**config.mk**
```make
export PLATFORM = sky130hd
export DESIGN_NAME = somador_serial_8bits
export DESIGN_NICKNAME = d
export VERILOG_FILES = /design/src/rtl/somador_pkg.sv /design/src/rtl/somador_completo.sv /design/src/rtl/somador_serial_8bits.sv
export SDC_FILE = /design/constraint.sdc
export NUM_CORES = 1
export LEC_CHECK = 0
export CORE_MARGIN = 3
export CORE_UTILIZATION = 45
export DETAILED_ROUTE_END_ITERATION = 10
export GPL_ROUTABILITY_DRIVEN = 0
export HOLD_SLACK_MARGIN = 0.1
export PLACE_DENSITY = 0.71
export SETUP_SLACK_MARGIN = 0.5
export SLEW_MARGIN = 15
export SYNTH_ARGS = -nofsm -noshare
export SYNTH_HDL_FRONTEND = slang
export SYNTH_SLANG_ARGS = --single-unit
```
**constraint.sdc**
```tcl
create_clock -name clk -period 2.09 [get_ports clk]
set_input_delay 0.627 -clock clk [delete_from_list [all_inputs] [get_ports clk]]
set_output_delay 0.627 -clock clk [all_outputs]
set_load 0.1 [all_outputs]
```
**src/rtl/somador_pkg.sv**
```systemverilog
// rtl/somador_pkg.sv - shared FSM state, default width and counter-width helper for the serial adder
`timescale 1ns/1ps
package somador_pkg;

    typedef enum logic [1:0] {
        IDLE = 2'd0,
        CALC = 2'd1,
        DONE = 2'd2
    } state_t;

    localparam int WIDTH_DEFAULT = 8;

    // A 1-bit counter is kept even for degenerate widths so the port never collapses to zero bits.
    function automatic int cnt_w(input int width);
        return (width > 1) ? $clog2(width) : 1;
    endfunction

endpackage

```
**src/rtl/somador_completo.sv**
```systemverilog
// rtl/somador_completo.sv - combinational one-bit full adder cell
`timescale 1ns/1ps
module somador_completo (
    input  logic a,
    input  logic b,
    input  logic cin,
    output logic s,
    output logic cout
);

    logic p;

    assign p    = a ^ b;
    assign s    = p ^ cin;
    assign cout = (a & b) | (cin & p);

endmodule

```
**src/rtl/somador_serial_8bits.sv**
```systemverilog
// rtl/somador_serial_8bits.sv - bit-serial adder with start/done handshake; SOMADOR_OVERFLOW_FLAG_EN adds signed-overflow output V
`timescale 1ns/1ps
module somador_serial_8bits
    import somador_pkg::*;
#(
    parameter int WIDTH = WIDTH_DEFAULT
) (
    input  logic             clk,
    input  logic             rst,
    input  logic             start,
    input  logic [WIDTH-1:0] A,
    input  logic [WIDTH-1:0] B,
    input  logic             Cin,
    output logic [WIDTH-1:0] S,
    output logic             Cout,
`ifdef SOMADOR_OVERFLOW_FLAG_EN
    output logic             V,
`endif
    output logic             busy,
    output logic             done
);

    localparam int              CNT_W    = cnt_w(WIDTH);
    localparam logic [CNT_W-1:0] CNT_LAST = CNT_W'(WIDTH - 1);

    state_t           state_q, state_d;
    logic [WIDTH-1:0] a_q, a_d;
    logic [WIDTH-1:0] b_q, b_d;
    logic [WIDTH-1:0] res_q, res_d;
    logic [WIDTH-1:0] s_q, s_d;
    logic [CNT_W-1:0] cnt_q, cnt_d;
    logic             carry_q, carry_d;
    logic             cout_q, cout_d;
`ifdef SOMADOR_OVERFLOW_FLAG_EN
    logic             v_q, v_d;
`endif

    logic fa_s;
    logic fa_cout;

    somador_completo u_fa (
        .a    (a_q[0]),
        .b    (b_q[0]),
        .cin  (carry_q),
        .s    (fa_s),
        .cout (fa_cout)
    );

    always_comb begin
        state_d = state_q;
        a_d     = a_q;
        b_d     = b_q;
        res_d   = res_q;
        s_d     = s_q;
        cnt_d   = cnt_q;
        carry_d = carry_q;
        cout_d  = cout_q;
`ifdef SOMADOR_OVERFLOW_FLAG_EN
        v_d     = v_q;
`endif
        case (state_q)
            IDLE: begin
                if (start) begin
                    a_d     = A;
                    b_d     = B;
                    carry_d = Cin;
                    res_d   = '0;
                    cnt_d   = '0;
                    state_d = CALC;
                end
            end
            CALC: begin
                // Sum bits enter at the MSB so after WIDTH shifts bit 0 sits at the LSB.
                res_d   = {fa_s, res_q[WIDTH-1:1]};
                carry_d = fa_cout;
                a_d     = a_q >> 1;
                b_d     = b_q >> 1;
                cnt_d   = cnt_q + CNT_W'(1);
                if (cnt_q == CNT_LAST) begin
                    s_d     = {fa_s, res_q[WIDTH-1:1]};
                    cout_d  = fa_cout;
`ifdef SOMADOR_OVERFLOW_FLAG_EN
                    v_d     = carry_q ^ fa_cout;
`endif
                    cnt_d   = '0;
                    state_d = DONE;
                end
            end
            DONE: begin
                state_d = IDLE;
            end
            default: begin
                state_d = IDLE;
            end
        endcase
    end

    always_ff @(posedge clk) begin
        if (rst) begin
            state_q <= IDLE;
            a_q     <= '0;
            b_q     <= '0;
            res_q   <= '0;
            s_q     <= '0;
            cnt_q   <= '0;
            carry_q <= 1'b0;
            cout_q  <= 1'b0;
`ifdef SOMADOR_OVERFLOW_FLAG_EN
            v_q     <= 1'b0;
`endif
        end else begin
            state_q <= state_d;
            a_q     <= a_d;
            b_q     <= b_d;
            res_q   <= res_d;
            s_q     <= s_d;
            cnt_q   <= cnt_d;
            carry_q <= carry_d;
            cout_q  <= cout_d;
`ifdef SOMADOR_OVERFLOW_FLAG_EN
            v_q     <= v_d;
`endif
        end
    end

    assign S    = s_q;
    assign Cout = cout_q;
`ifdef SOMADOR_OVERFLOW_FLAG_EN
    assign V    = v_q;
`endif
    assign busy = (state_q != IDLE);
    assign done = (state_q == DONE);

endmodule

```
==> flow_results.org <==
** CTS
- Largest buffer count on any clock path :: 2
- Clock tree synthesis inserted a total of 5 buffers.
- Clock tree synthesis found a total of 38 sinks.
- Cell at the root of the clock tree :: clkbuf_4
- Clock slew seen by the registers of the worst setup and hold paths :: 0.12 ns
- The clock tree synthesis step divided the H-tree into 2 levels.
- Insertion delay of the later-clocked pin in the worst-skew pair :: 0.35 ns
- Clock tree from TritonCTS :: yes

** STA
- Max-Slew Margin vs Limit :: 0.715
- Setup slack on the critical path of the routed design comes to 0.341 ns.
- Setup violations remaining at the end of the flow were counted as 0.
- Final count of hold timing violations :: 0
- Share of the clock period used by the worst path :: 0.837
- Setup repair after global routing could not meet its margin everywhere.
- Worst hold margin :: 0.483 ns
- Worst Clk Skew :: 0.0113 ns
- Based on the critical path, the design can be clocked at up to 0.572 GHz.
- Transition at the pin with the smallest max-transition slack :: 0.426 ns
- The max-slew violation count is 0.
- Final critical path time including I/O delays and setup :: 1.75 ns

** Synth
- Yosys mapped a number of flops with a built-in enable equal to 0.
- Synthesis handed over a netlist of 165 instances.
- The synthesized design spends more area on one cell type than any other, namely dfxtp_1.
- Of all flip-flops after synthesis, the portion carrying an async set or reset was 0.
- Most frequent cells after synthesis :: dfxtp_1 (38), inv_1 (17), nor2_1 (16)
- Cell area after synthesis :: 1590 µm²
- FF+latch count, synth :: 38
- Yosys instantiated no cell more often than dfxtp_1.
- The number of nets handed over by synthesis was 188.
- Post-synthesis sequential area ratio :: 0.478
- The Yosys step of the flow raised 0 warnings.
- Most area-consuming cells after synthesis :: dfxtp_1 (48%), o221a_1 (7.1%), a21oi_2 (6.1%), a22oi_1 (5.7%), a21oi_1 (4.1%)
- Synth Area per Inst :: 9.64 µm²
- Share of Yosys cell area claimed by the top area cell type :: 0.478
- Prevailing post-synth register cell :: dfxtp_1
- Count of unique library cells instantiated by Yosys :: 24

** Worst setup path
- Data on the critical path is required at its endpoint by 1.46 ns.
- Bufs and invs on worst path :: 2
- Top delay family on crit path :: flip-flops
- The worst setup path is captured at an output pin.
- Launching element type of the critical path :: flip-flop
- Slowest cell delay on critical path :: 0.37 ns
- Among all stages on the critical path, the largest delay is contributed by dfxtp_4.
- In this run the worst path has a maximum fanout of 3.
- For the worst setup path, the data arrival time is 1.12 ns.
- Worst Path Class, Setup :: reg2out
- Traced cell by cell, the critical path runs through nor2_4 > clkinvlp_4 > buf_12.

** Final layout
- N_diodes :: 0
- Final non-filler cell area :: 2170 µm²
- At the end of the flow the core is filled with cells to 0.678.
- In the final layout, the multi-input gates occupy 698 µm².
- Excluding fillers, the count of instances in the completed layout stands at 242.
- The layout has 267 filler cells.
- Growth of design area from synthesis to finish :: 36.6%
- In the final layout, the share of cells above drive strength 1 is 0.298.
- Layout Nets :: 220
- FF+latch area :: 778 µm²

** Die
- In this run the core area contains 20 standard-cell rows.
- Floorplan die height :: 65.4 µm
- The floorplan step defined a core boundary enclosing 3200 µm².
- Boundary pin count :: 31
- The die covers 4280 µm².
- Starting utilization of the core area :: 0.496
- The die is 65.4 µm wide.

** Place
- Port buffering added 30 buffers.
- Before CTS, the worst setup slack after placement is -0.0590 ns.
- Post-detail-place hpwl :: 2.32 mm
- Post-detailed-placement cell area :: 2030 µm²
- The number of placed instances, taps included, is 231.

** Power and ir drop
- For this design the ratio of total power to cell area is 682 nW/µm².
- The analysis attributes to cell leakage a power of 0.801 nW.
- Peak supply drop :: 0.412 mV

** Detailed routing
- Wire length per cell :: 14.2 µm
- The final layout contains routed wiring with a total length of 3.45 mm.
- Dividing the detail-routed via count by the number of cells gives 5.42.
- The first detailed-routing pass ran for 4 iterations.
- Detailed routing inserted a total of 1312 vias.
- For this block, the initial DRC count from the detailed router was 72.
- Once detail routing completed, the nets flagged for antenna violations numbered 0.
- Drc violations :: 0

** Global routing
- Maximum number of pins on one net before global-route repair :: 39
- The initial antenna violation count is 0.
- Vias in the first global route :: 1255
- Grt total ovfl :: 0
- The first global-routing pass estimated 5.70 mm of wire.
- Across every metal layer, demand over resource in global routing totals 0.172.

** Status
- Outcome :: completed

** Run
- Max-cap violations in this run came to 0.

** Min path
- In this run the worst hold path is classified as reg2reg.
## stage by stage
step           TNS [ns]  total power [mW]
2_1_floorplan         0             0.931
3_3_place_gp    -0.0111             0.985
3_5_place_dp     -0.380             0.991
4_1_cts               0              1.48
5_1_grt               0              1.55
6_report              0              1.48
## what timing repair did
action,CTS,global route
pin swaps,0,1
resized for setup,6,8
endpoints found under the setup margin,30,15
endpoints found under the hold margin,0,0
setup buffers,1,2
hold buffers,0,0
## placed cells by master (no fill, tap or decap), drive strengths merged, types with 2 or more instances in the layout
master	synthesis	routed
a21oi	24	24
a22oi	12	12
buf	11	19
clkbuf	2	5
clkdlybuf4s50	0	19
clkinv	0	2
dfxtp	38	38
ha	2	2
inv	17	16
nand2	10	10
nand3	9	9
nor2	17	17
nor2b	2	2
o221a	15	15
## layer usage
| metal | vias to the layer above | global-route usage | part of all wire |
|---|---|---|---|
| met4 | 0 | 0.0725 | 0.023 |
| met2 | 39 | 0.267 | 0.48 |
| met1 | 622 | 0.220 | 0.44 |
| li1 | 642 | - | - |
| met5 | - | 0 | 0 |
| met3 | 9 | 0.0564 | 0.055 |
## flip-flops by register name, indices dropped and copies added (netlist names)
register  flops
S             8
a_q           8
b_q           8
res_q         7
cnt_q         3
state_q       2
Cout          1
carry_q       1
## final cells by class
cell class / count / area share
Sequential cell: 38 / 0.358
Multi-Input combinational cell: 97 / 0.321
Timing Repair Buffer: 38 / 0.228
Inverter: 17 / 0.0311
Tap cell: 44 / 0.0253
Clock inverter: 3 / 0.0184
Clock buffer: 5 / 0.0173
## cells by family (layout without fill, tap and decap cells)
kind of cell	Yosys count	count (layout)	synth area share
compound gates	52	52	0.269
simple gates	41	41	0.114
flops	38	38	0.478
buf+inv	30	63	0.104
fa+ha+maj	3	3	0.0283
mux	1	1	0.00629
## report_power, final
| part | internal [mW] | total, mW | switching (mW) |
|---|---|---|---|
| registers | 0.756 | 0.778 | 0.0223 |
| logic | 0.106 | 0.209 | 0.103 |
| clock network | 0.248 | 0.494 | 0.246 |
| total | 1.11 | 1.48 | 0.371 |
## worst register-to-register path: cells and delay by family (launching register included)
family	cells	cell delay, ns
flip-flops	1	0.34
AND/OR/NAND/NOR	2	0.43
adder cells (fa/ha/maj)	2	0.39
AO/OA/AOI/OAI	1	0.18
## worst paths after layout
check                           cells after the start  slack (ns)   end       start
worst max-delay path                                3        0.34  busy  state_q[1]
worst min-delay path                                2        0.48  S[3]        S[3]
worst max register to register                      5        0.70  S[5]    cnt_q[0]
worst min register to register                      2        0.48  S[3]        S[3]
Note: power is estimated with default switching activity, not from simulation.
